--- config.mk ---
export PLATFORM = sky130hd
export DESIGN_NAME = mem_port_arbiter_flat
export DESIGN_NICKNAME = d
export VERILOG_FILES = /design/src/rtl/arb_pkg.sv /design/src/rtl/riscv_defines.sv /design/src/rtl/mem_port_arbiter_if.sv /design/src/rtl/mem_port_arbiter.sv /design/src/flat_wrapper.sv
export SDC_FILE = /design/constraint.sdc
export NUM_CORES = 1
export LEC_CHECK = 0
export BUFFER_PORTS_ARGS = -buffer_cell sky130_fd_sc_hd__buf_2
export CAP_MARGIN = 20
export CORE_AREA = 2 2 107 109
export CTS_CLUSTER_DIAMETER = 150
export DETAILED_ROUTE_END_ITERATION = 10
export DIE_AREA = 0 0 109 111
export PLACE_DENSITY = 0.51
export SYNTH_ARGS = -nofsm -noshare
export SYNTH_HDL_FRONTEND = slang
export SYNTH_SLANG_ARGS = --single-unit
--- constraint.sdc ---
create_clock -name clk -period 4.1 [get_ports clk]
set_input_delay 0.41 -clock clk [delete_from_list [all_inputs] [get_ports clk]]
set_output_delay 0.41 -clock clk [all_outputs]
set_load 0.01 [all_outputs]
--- src/rtl/arb_pkg.sv ---
// Types and constants for the memory-port arbiter.
package arb_pkg;
   typedef enum logic [1:0] {
      IDLE   = 2'd0,
      LOCK_I = 2'd1,
      LOCK_D = 2'd2
   } arb_state_e;

   localparam logic [1:0] GNT_I = 2'b01;
   localparam logic [1:0] GNT_D = 2'b10;

   // Requester indices, kept stable for a later multi-master arbiter.
   localparam int REQ_I   = 0;
   localparam int REQ_D   = 1;
   localparam int NUM_REQ = 2;
endpackage

--- src/rtl/riscv_defines.sv ---
// Core-wide width constants shared by the RISC-V datapath blocks.
package riscv_defines;
   localparam int RISCV_ADDR_WIDTH = 32;
   localparam int RISCV_WORD_WIDTH = 32;
endpackage

--- src/rtl/mem_port_arbiter_if.sv ---
// Bundle of the fetch, load/store and memory handshakes around the arbiter.
interface mem_port_arbiter_if
   import riscv_defines::*;
#(
   parameter int ADDR_W = RISCV_ADDR_WIDTH,
   parameter int DATA_W = RISCV_WORD_WIDTH
);
   logic              i_valid_i;
   logic              i_ready_o;
   logic [ADDR_W-1:0] i_addr_i;
   logic [DATA_W-1:0] i_rdata_o;
   logic              d_valid_i;
   logic              d_ready_o;
   logic [ADDR_W-1:0] d_addr_i;
   logic [DATA_W-1:0] d_wdata_i;
   logic [3:0]        d_we_i;
   logic [DATA_W-1:0] d_rdata_o;
   logic              mem_valid_o;
   logic              mem_ready_i;
   logic [ADDR_W-1:0] mem_addr_o;
   logic [DATA_W-1:0] mem_wdata_o;
   logic [3:0]        mem_we_o;
   logic [DATA_W-1:0] mem_rdata_i;
   logic [1:0]        gnt_o;

   modport slave (
      input  i_valid_i, i_addr_i, d_valid_i, d_addr_i, d_wdata_i, d_we_i,
             mem_ready_i, mem_rdata_i,
      output i_ready_o, i_rdata_o, d_ready_o, d_rdata_o,
             mem_valid_o, mem_addr_o, mem_wdata_o, mem_we_o, gnt_o
   );

   modport master (
      output i_valid_i, i_addr_i, d_valid_i, d_addr_i, d_wdata_i, d_we_i,
             mem_ready_i, mem_rdata_i,
      input  i_ready_o, i_rdata_o, d_ready_o, d_rdata_o,
             mem_valid_o, mem_addr_o, mem_wdata_o, mem_we_o, gnt_o
   );
endinterface

--- src/rtl/mem_port_arbiter.sv ---
// Shares the instruction-memory port between fetch (I) and LSU (D).
// D has priority, bounded by a streak counter that lets a waiting I through.
//
//   state  | meaning
//   IDLE   | arbitrate combinationally this cycle; zero-wait transfers complete here
//   LOCK_I | fetch transfer in flight, grant held to I until ready or abort
//   LOCK_D | LSU transfer in flight, grant held to D until ready or abort
module mem_port_arbiter
   import arb_pkg::*;
   import riscv_defines::*;
#(
   parameter int STARVE_LIMIT = 4,
   parameter int ADDR_W       = RISCV_ADDR_WIDTH,
   parameter int DATA_W       = RISCV_WORD_WIDTH
) (
   input logic               clk,
   input logic               rst_n,
   mem_port_arbiter_if.slave bus
);

   localparam int              SW    = $clog2(STARVE_LIMIT + 1);
   localparam logic [SW-1:0]   LIMIT = SW'(STARVE_LIMIT);

   arb_state_e    state_q, state_d;
   logic [SW-1:0] streak_q, streak_d;
   logic          sel_i, sel_d;
   logic          done_i, done_d;

   always_comb begin
      sel_i = 1'b0;
      sel_d = 1'b0;
      case (state_q)
         IDLE: begin
            sel_d = bus.d_valid_i && !(bus.i_valid_i && (streak_q == LIMIT));
            sel_i = !sel_d && bus.i_valid_i;
         end
         LOCK_I:  sel_i = bus.i_valid_i;
         LOCK_D:  sel_d = bus.d_valid_i;
         default: ;
      endcase
      // Nothing may reach the memory while reset is asserted, even with requests pending.
      if (!rst_n) begin
         sel_i = 1'b0;
         sel_d = 1'b0;
      end
   end

   assign done_i = sel_i && bus.mem_ready_i;
   assign done_d = sel_d && bus.mem_ready_i;

   always_comb begin
      state_d = state_q;
      case (state_q)
         IDLE: begin
            if (sel_d && !bus.mem_ready_i)      state_d = LOCK_D;
            else if (sel_i && !bus.mem_ready_i) state_d = LOCK_I;
         end
         // A dropped valid is an abort; the other requester waits for the next IDLE cycle.
         LOCK_I:  if (!sel_i || bus.mem_ready_i) state_d = IDLE;
         LOCK_D:  if (!sel_d || bus.mem_ready_i) state_d = IDLE;
         default: state_d = IDLE;
      endcase
   end

   always_comb begin
      streak_d = streak_q;
      if (!bus.i_valid_i || done_i)          streak_d = '0;
      else if (done_d && (streak_q != LIMIT)) streak_d = streak_q + 1'b1;
   end

   always_ff @(posedge clk or negedge rst_n) begin
      if (!rst_n) begin
         state_q  <= IDLE;
         streak_q <= '0;
      end else begin
         state_q  <= state_d;
         streak_q <= streak_d;
      end
   end

   assign bus.mem_valid_o = rst_n && (sel_i || sel_d);
   assign bus.gnt_o       = ({2{sel_i}} & GNT_I) | ({2{sel_d}} & GNT_D);
   assign bus.mem_addr_o  = sel_d ? bus.d_addr_i : (sel_i ? bus.i_addr_i : '0);
   assign bus.mem_wdata_o = sel_d ? bus.d_wdata_i : '0;
   assign bus.mem_we_o    = sel_d ? bus.d_we_i : 4'b0000;
   assign bus.i_ready_o   = done_i;
   assign bus.d_ready_o   = done_d;
   assign bus.i_rdata_o   = rst_n ? bus.mem_rdata_i : '0;
   assign bus.d_rdata_o   = rst_n ? bus.mem_rdata_i : '0;

endmodule

--- src/flat_wrapper.sv ---
// flat-port wrapper written by rule: the top's interface ports become plain ports
module mem_port_arbiter_flat import arb_pkg::*; import riscv_defines::*;
#(
   parameter int STARVE_LIMIT = 4,
   parameter int ADDR_W       = RISCV_ADDR_WIDTH,
   parameter int DATA_W       = RISCV_WORD_WIDTH
)
  (clk, rst_n, bus_i_valid_i, bus_i_addr_i, bus_d_valid_i, bus_d_addr_i, bus_d_wdata_i, bus_d_we_i, bus_mem_ready_i, bus_mem_rdata_i, bus_i_ready_o, bus_i_rdata_o, bus_d_ready_o, bus_d_rdata_o, bus_mem_valid_o, bus_mem_addr_o, bus_mem_wdata_o, bus_mem_we_o, bus_gnt_o);
  mem_port_arbiter_if #(.ADDR_W(ADDR_W), .DATA_W(DATA_W)) bus_i ();
  input logic clk;
  input logic rst_n;
  input wire logic [$bits(bus_i.i_valid_i)-1:0] bus_i_valid_i;
  input wire logic [$bits(bus_i.i_addr_i)-1:0] bus_i_addr_i;
  input wire logic [$bits(bus_i.d_valid_i)-1:0] bus_d_valid_i;
  input wire logic [$bits(bus_i.d_addr_i)-1:0] bus_d_addr_i;
  input wire logic [$bits(bus_i.d_wdata_i)-1:0] bus_d_wdata_i;
  input wire logic [$bits(bus_i.d_we_i)-1:0] bus_d_we_i;
  input wire logic [$bits(bus_i.mem_ready_i)-1:0] bus_mem_ready_i;
  input wire logic [$bits(bus_i.mem_rdata_i)-1:0] bus_mem_rdata_i;
  output wire logic [$bits(bus_i.i_ready_o)-1:0] bus_i_ready_o;
  output wire logic [$bits(bus_i.i_rdata_o)-1:0] bus_i_rdata_o;
  output wire logic [$bits(bus_i.d_ready_o)-1:0] bus_d_ready_o;
  output wire logic [$bits(bus_i.d_rdata_o)-1:0] bus_d_rdata_o;
  output wire logic [$bits(bus_i.mem_valid_o)-1:0] bus_mem_valid_o;
  output wire logic [$bits(bus_i.mem_addr_o)-1:0] bus_mem_addr_o;
  output wire logic [$bits(bus_i.mem_wdata_o)-1:0] bus_mem_wdata_o;
  output wire logic [$bits(bus_i.mem_we_o)-1:0] bus_mem_we_o;
  output wire logic [$bits(bus_i.gnt_o)-1:0] bus_gnt_o;
  assign bus_i.i_valid_i = bus_i_valid_i;
  assign bus_i.i_addr_i = bus_i_addr_i;
  assign bus_i.d_valid_i = bus_d_valid_i;
  assign bus_i.d_addr_i = bus_d_addr_i;
  assign bus_i.d_wdata_i = bus_d_wdata_i;
  assign bus_i.d_we_i = bus_d_we_i;
  assign bus_i.mem_ready_i = bus_mem_ready_i;
  assign bus_i.mem_rdata_i = bus_mem_rdata_i;
  assign bus_i_ready_o = bus_i.i_ready_o;
  assign bus_i_rdata_o = bus_i.i_rdata_o;
  assign bus_d_ready_o = bus_i.d_ready_o;
  assign bus_d_rdata_o = bus_i.d_rdata_o;
  assign bus_mem_valid_o = bus_i.mem_valid_o;
  assign bus_mem_addr_o = bus_i.mem_addr_o;
  assign bus_mem_wdata_o = bus_i.mem_wdata_o;
  assign bus_mem_we_o = bus_i.mem_we_o;
  assign bus_gnt_o = bus_i.gnt_o;
  mem_port_arbiter #(.STARVE_LIMIT(STARVE_LIMIT), .ADDR_W(ADDR_W), .DATA_W(DATA_W)) u_core (.clk(clk), .rst_n(rst_n), .bus(bus_i));
endmodule
[Word-level counts from Yosys, hierarchy flattened]
Cells that the tools add are included.
Cells by class
  add/sub/neg operators: 1
  equal/unequal tests: 7
  multiplexer cells: 16
  bitwise gates (word level): 1
  reduce and logical (&&, ||, !) cells: 22
Operators by type and width (number)
  two-way mux 32 bit: 4
  logical AND 1 bit: 9
  two-way mux 2 bit: 4
  logical NOT 1 bit: 6
  two-way mux 3 bit: 2
  case mux 2 bit (3 select lines): 1
  logical OR 1 bit: 4
  two-way mux 4 bit: 1
  != test 2 x 1 -> 1 bit, second input constant: 2
  case mux 1 bit (2 select lines): 2
  adder 3 x 1 -> 3 bit, second input constant: 1
  equality test 3 bit, second input constant: 1
  != test 3 x 1 -> 1 bit, second input constant: 1
  != test 3 bit, second input constant: 1
  AND reduction 3 bit: 1
  equality test 2 x 1 -> 1 bit, second input constant: 1
  equality test 2 bit, second input constant: 1
  logical NOT 2 bit: 1
  two-way mux 1 bit: 2
  bitwise OR 1 x 2 -> 2 bit: 1
  nonzero test 2 bit: 1
Storage, ports and cells
  register bits: 5
  input bits: 137
  output and inout bits: 137
  word-level logic and storage cells: 49

[Depth between registers and ports, before layout]
  depth after elaboration: 12
  depth in mapped cells: 7
  gate-level depth less buffers: 5

[Worst setup path before layout]
No wires, ideal clock.
  path kind: flip-flop to output port
  start point: reg u_core.streak_q[0]
  end point: out bus_mem_addr_o[10]
  arrival: 1.477 ns
  data required time: 3.690 ns
  path slack: 2.213 ns
  stages on the path, launching flop included: 8
  buffers on the path: 2
  cells stage by stage: dfrtp_1 > inv_1 > ha_1 > nand2_1 > a311oi_2 > buf_4 > buf_6 > a22o_1
Between the ends
  longest elaborated chain between the ends: 10
  elaborated cells between the ends (all ways): 12
  classes of those cells: 1 x eq/ne; 6 x mux; 5 x reduce/logical
Ends and longest elaborated chain
  start, declared: line mem_port_arbiter.sv:25  | logic [SW-1:0] streak_q, streak_d;
  start signal, assigned: line mem_port_arbiter.sv:77  | streak_q <= streak_d;
  equality test 3 bit *: line mem_port_arbiter.sv:34  | sel_d = bus.d_valid_i && !(bus.i_valid_i && (streak_q == LIMIT));
  logical AND 1 bit *: line mem_port_arbiter.sv:34
  logical NOT 1 bit *: line mem_port_arbiter.sv:34
  logical AND 1 bit *: line mem_port_arbiter.sv:34
  logical NOT 1 bit: line mem_port_arbiter.sv:35  | sel_i = !sel_d && bus.i_valid_i;
  logical AND 1 bit: line mem_port_arbiter.sv:35
  case mux 1 bit (2 select lines): line mem_port_arbiter.sv:32  | case (state_q)
  two-way mux 1 bit: line mem_port_arbiter.sv:42  | if (!rst_n) begin
  two-way mux 32 bit: line mem_port_arbiter.sv:83  | assign bus.mem_addr_o = sel_d ? bus.d_addr_i : (sel_i ? bus.i_addr_i : '0);
  two-way mux 32 bit *: line mem_port_arbiter.sv:83
  end, declared: line flat_wrapper.sv:25  | output wire logic [$bits(bus_i.mem_addr_o)-1:0] bus_mem_addr_o;
Mark *: on every way between the ends. The rest lies on a longest branch, timed or not.

[Worst setup path after layout]
  start point: reg u_core.streak_q[0]
  end point: out bus_mem_addr_o[14]
Same word-level chain as after synthesis.

==> flow_metrics.py <==
metrics = {
    "timing": {
        "fin_tns_setup_ns": 0,
        "worstMarginPinSlew_ns": 0.510,
        "slew_headroom_pct": 66.0,
        "setup_violations": 0,
        "final.min_clock_period_ns": 2.56,
        "slew_viol_final": 0,
        "hold_viol": 0,
        "rsz0062_at_grt": "no",
        "clock_skew_ns": 0.000488,
        "clock.fmax_mhz": 390,
        "fin_crit_sh_pct": 62.5,
        "layout_setup_ws_ns": 1.54,
    },
    "floorplan": {
        "core_area_sq_um": 11100,
        "io_pins": 274,
        "dieHeight_microns": 111,
        "rows": 39,
        "fp.dieArea_sq_um": 12100,
        "start_util_pct": 12.6,
        "die-width_microns": 109,
    },
    "drt": {
        "routed_via_density": 3.94,
        "wl_per_cell_microns": 11.7,
        "drc": 0,
        "firstDrtPassIters": 4,
        "vias": 2195,
        "drt_iter0_drc": 52,
        "drtAntennaViolNets": 0,
        "routed_wl_mm": 6.53,
    },
    "setup_path": {
        "critPathArrivalTime_ns": 2.15,
        "crit_path_start_kind": "register",
        "crit_type": "register to primary output",
        "path_max_fanout": 38,
        "end_kind": "primary output",
        "required_ns": 3.69,
        "reg2reg_depth": 6,
    },
    "power": {
        "ir_drop_mv": 0.0873,
        "p_per_area_nw_per_um2": 169,
        "total_power_mw": 0.459,
        "leakagePower_nw": 1.72,
    },
    "cts": {
        "ctsHoldBuffers": 0,
        "clock_latency_ns": 0.23,
        "htreeDepth": 1,
        "cts_setup_buffers": 0,
        "tritoncts": "built",
        "cts.clk_slew.worst_paths_ns": 0.03,
        "clkSinkCount": 5,
        "cts_resized": 0,
        "cts_buffers": 3,
        "cts_buffer_depth": 2,
        "clockRootBuffer": "clkbuf_16",
    },
    "final_layout": {
        "multiInputGateArea_sq_um": 912,
        "num_antenna_cells": 0,
        "syn_to_final_growth_pct": 93.7,
        "ff_latch_area_sq_um": 125,
        "layout_common_cells": "buf_2, and2_1, a22o_1",
        "fillCellCount": 1222,
        "final_cells": 557,
        "layout_commonest_cell": "buf_2",
        "fin_area_sq_um": 2710,
        "nNetsFinal": 554,
        "drive_gt1_share_pct": 68.1,
    },
    "placement": {
        "dp.cells": 552,
        "hpwl_mm": 5.69,
        "dp_slack_ns": 1.21,
        "placed_area_sq_um": 2610,
        "gp_congestion": 0.747,
        "portBuffers": 273,
    },
    "global_routing": {
        "grt_pass1_vias": 2042,
        "grt_first_pass_wirelength_mm": 9.33,
        "grt.overflow.total": 0,
        "antenna_found_initial": 0,
        "grt_use_total_pct": 9.68,
        "grt_start_max_net_pins": 72,
    },
    "yosys": {
        "async_reset_ff_share_pct": 100,
        "synth_edf_count": 0,
        "syn_nets": 325,
        "yosysWarningCount": 0,
        "synth.distinct_cells": 26,
        "syn_area_per_cell_sq_um": 7.51,
        "syn_inst": 186,
        "syn_area_sq_um": 1400,
        "synth_seq_area_share_pct": 8.95,
        "synthFlopType": "dfrtp_1",
        "synth_seq_cells": 5,
    },
    "run": {
        "cap_violations": 0,
    },
    "worst_hold_path": {
        "min_path_type": "input port to async pin",
    },
    "status": {
        "status": "finished clean",
    },
}
## sequential cells by signal, summed over array words and instances (netlist names)
name	flops
u_core.state_q	2
u_core.streak_q	3
## final timing paths
check / startpoint / end / slack, ns
setup / recovery: u_core.streak_q[0]$_DFFE_PN0P_ / bus_mem_addr_o[14] / 1.54
hold / removal: rst_n / u_core.state_q[1]$_DFFE_PN0P_ / 0.16
setup reg to reg: u_core.streak_q[0]$_DFFE_PN0P_ / u_core.streak_q[2]$_DFFE_PN0P_ / 2.31
hold reg to reg: u_core.streak_q[2]$_DFFE_PN0P_ / u_core.streak_q[2]$_DFFE_PN0P_ / 0.60
max in group asynchronous: rst_n / u_core.streak_q[1]$_DFFE_PN0P_ / 3.60
min in group clk: bus_mem_ready_i / u_core.state_q[0]$_DFFE_PN0P_ / 0.49
## where the power goes
group          switching, mW  internal, mW
logic                  0.122         0.127
clock network         0.0298         0.129
registers           0.000733        0.0509
## layout make-up
cell class / instances / share of cell area (%)
inverter: 5 / 0.693
timing repair buffer: 275 / 51.5
multi-input combinational: 125 / 33.7
sequential: 5 / 4.62
tap: 143 / 6.61
clock buffer: 4 / 2.91
## routing by layer
layer / global-route usage (%) / vias to the layer above / routed length (microns)
met5: 0 / - / 0
met4: 2.39 / 0 / 46
met3: 0.882 / 5 / 711
met2: 20.4 / 174 / 3580
met1: 9.59 / 962 / 2190
li1: - / 1054 / -
## cell usage after synthesis, drive strengths merged, types with 2 or more instances
master	number	area [sq um]
a221oi	3	32.5
a22o	32	280
and2	70	438
buf	46	333
clkbuf	5	21.3
dfrtp	5	125
ha	2	25.0
inv	5	18.8
nand2b	2	12.5
nor2b	2	12.5
o21ai	2	10.0
or3	2	12.5
## cells by family (layout without fill, tap and decap cells)
logic type / after synthesis / after routing / share of synthesized area, %
AND/OR/NAND/NOR: 81 / 81 / 36.3
buffers and inverters: 56 / 284 / 26.7
AO/OA/AOI/OAI: 42 / 42 / 26.3
flip-flops: 5 / 5 / 8.95
adder cells (fa/ha/maj): 2 / 2 / 1.79
## stage by stage
stage	hold WS, ns	util, %
5_1_grt	0.201	24.4
3_5_place_dp	0.408	23.6
3_3_place_gp	0.395	23.6
6_report	0.155	24.4
4_1_cts	0.172	24.3
2_1_floorplan	0.114	-
## critical path: stages (launching register included)
cell,delay [ns]
dfrtp_1,0.39
inv_1,0.07
ha_1,0.19
nand2_1,0.13
a311oi_4,0.29
buf_4,0.41
a22o_1,0.27
buf_2,0.16
Note: power is estimated with default switching activity, not from simulation.
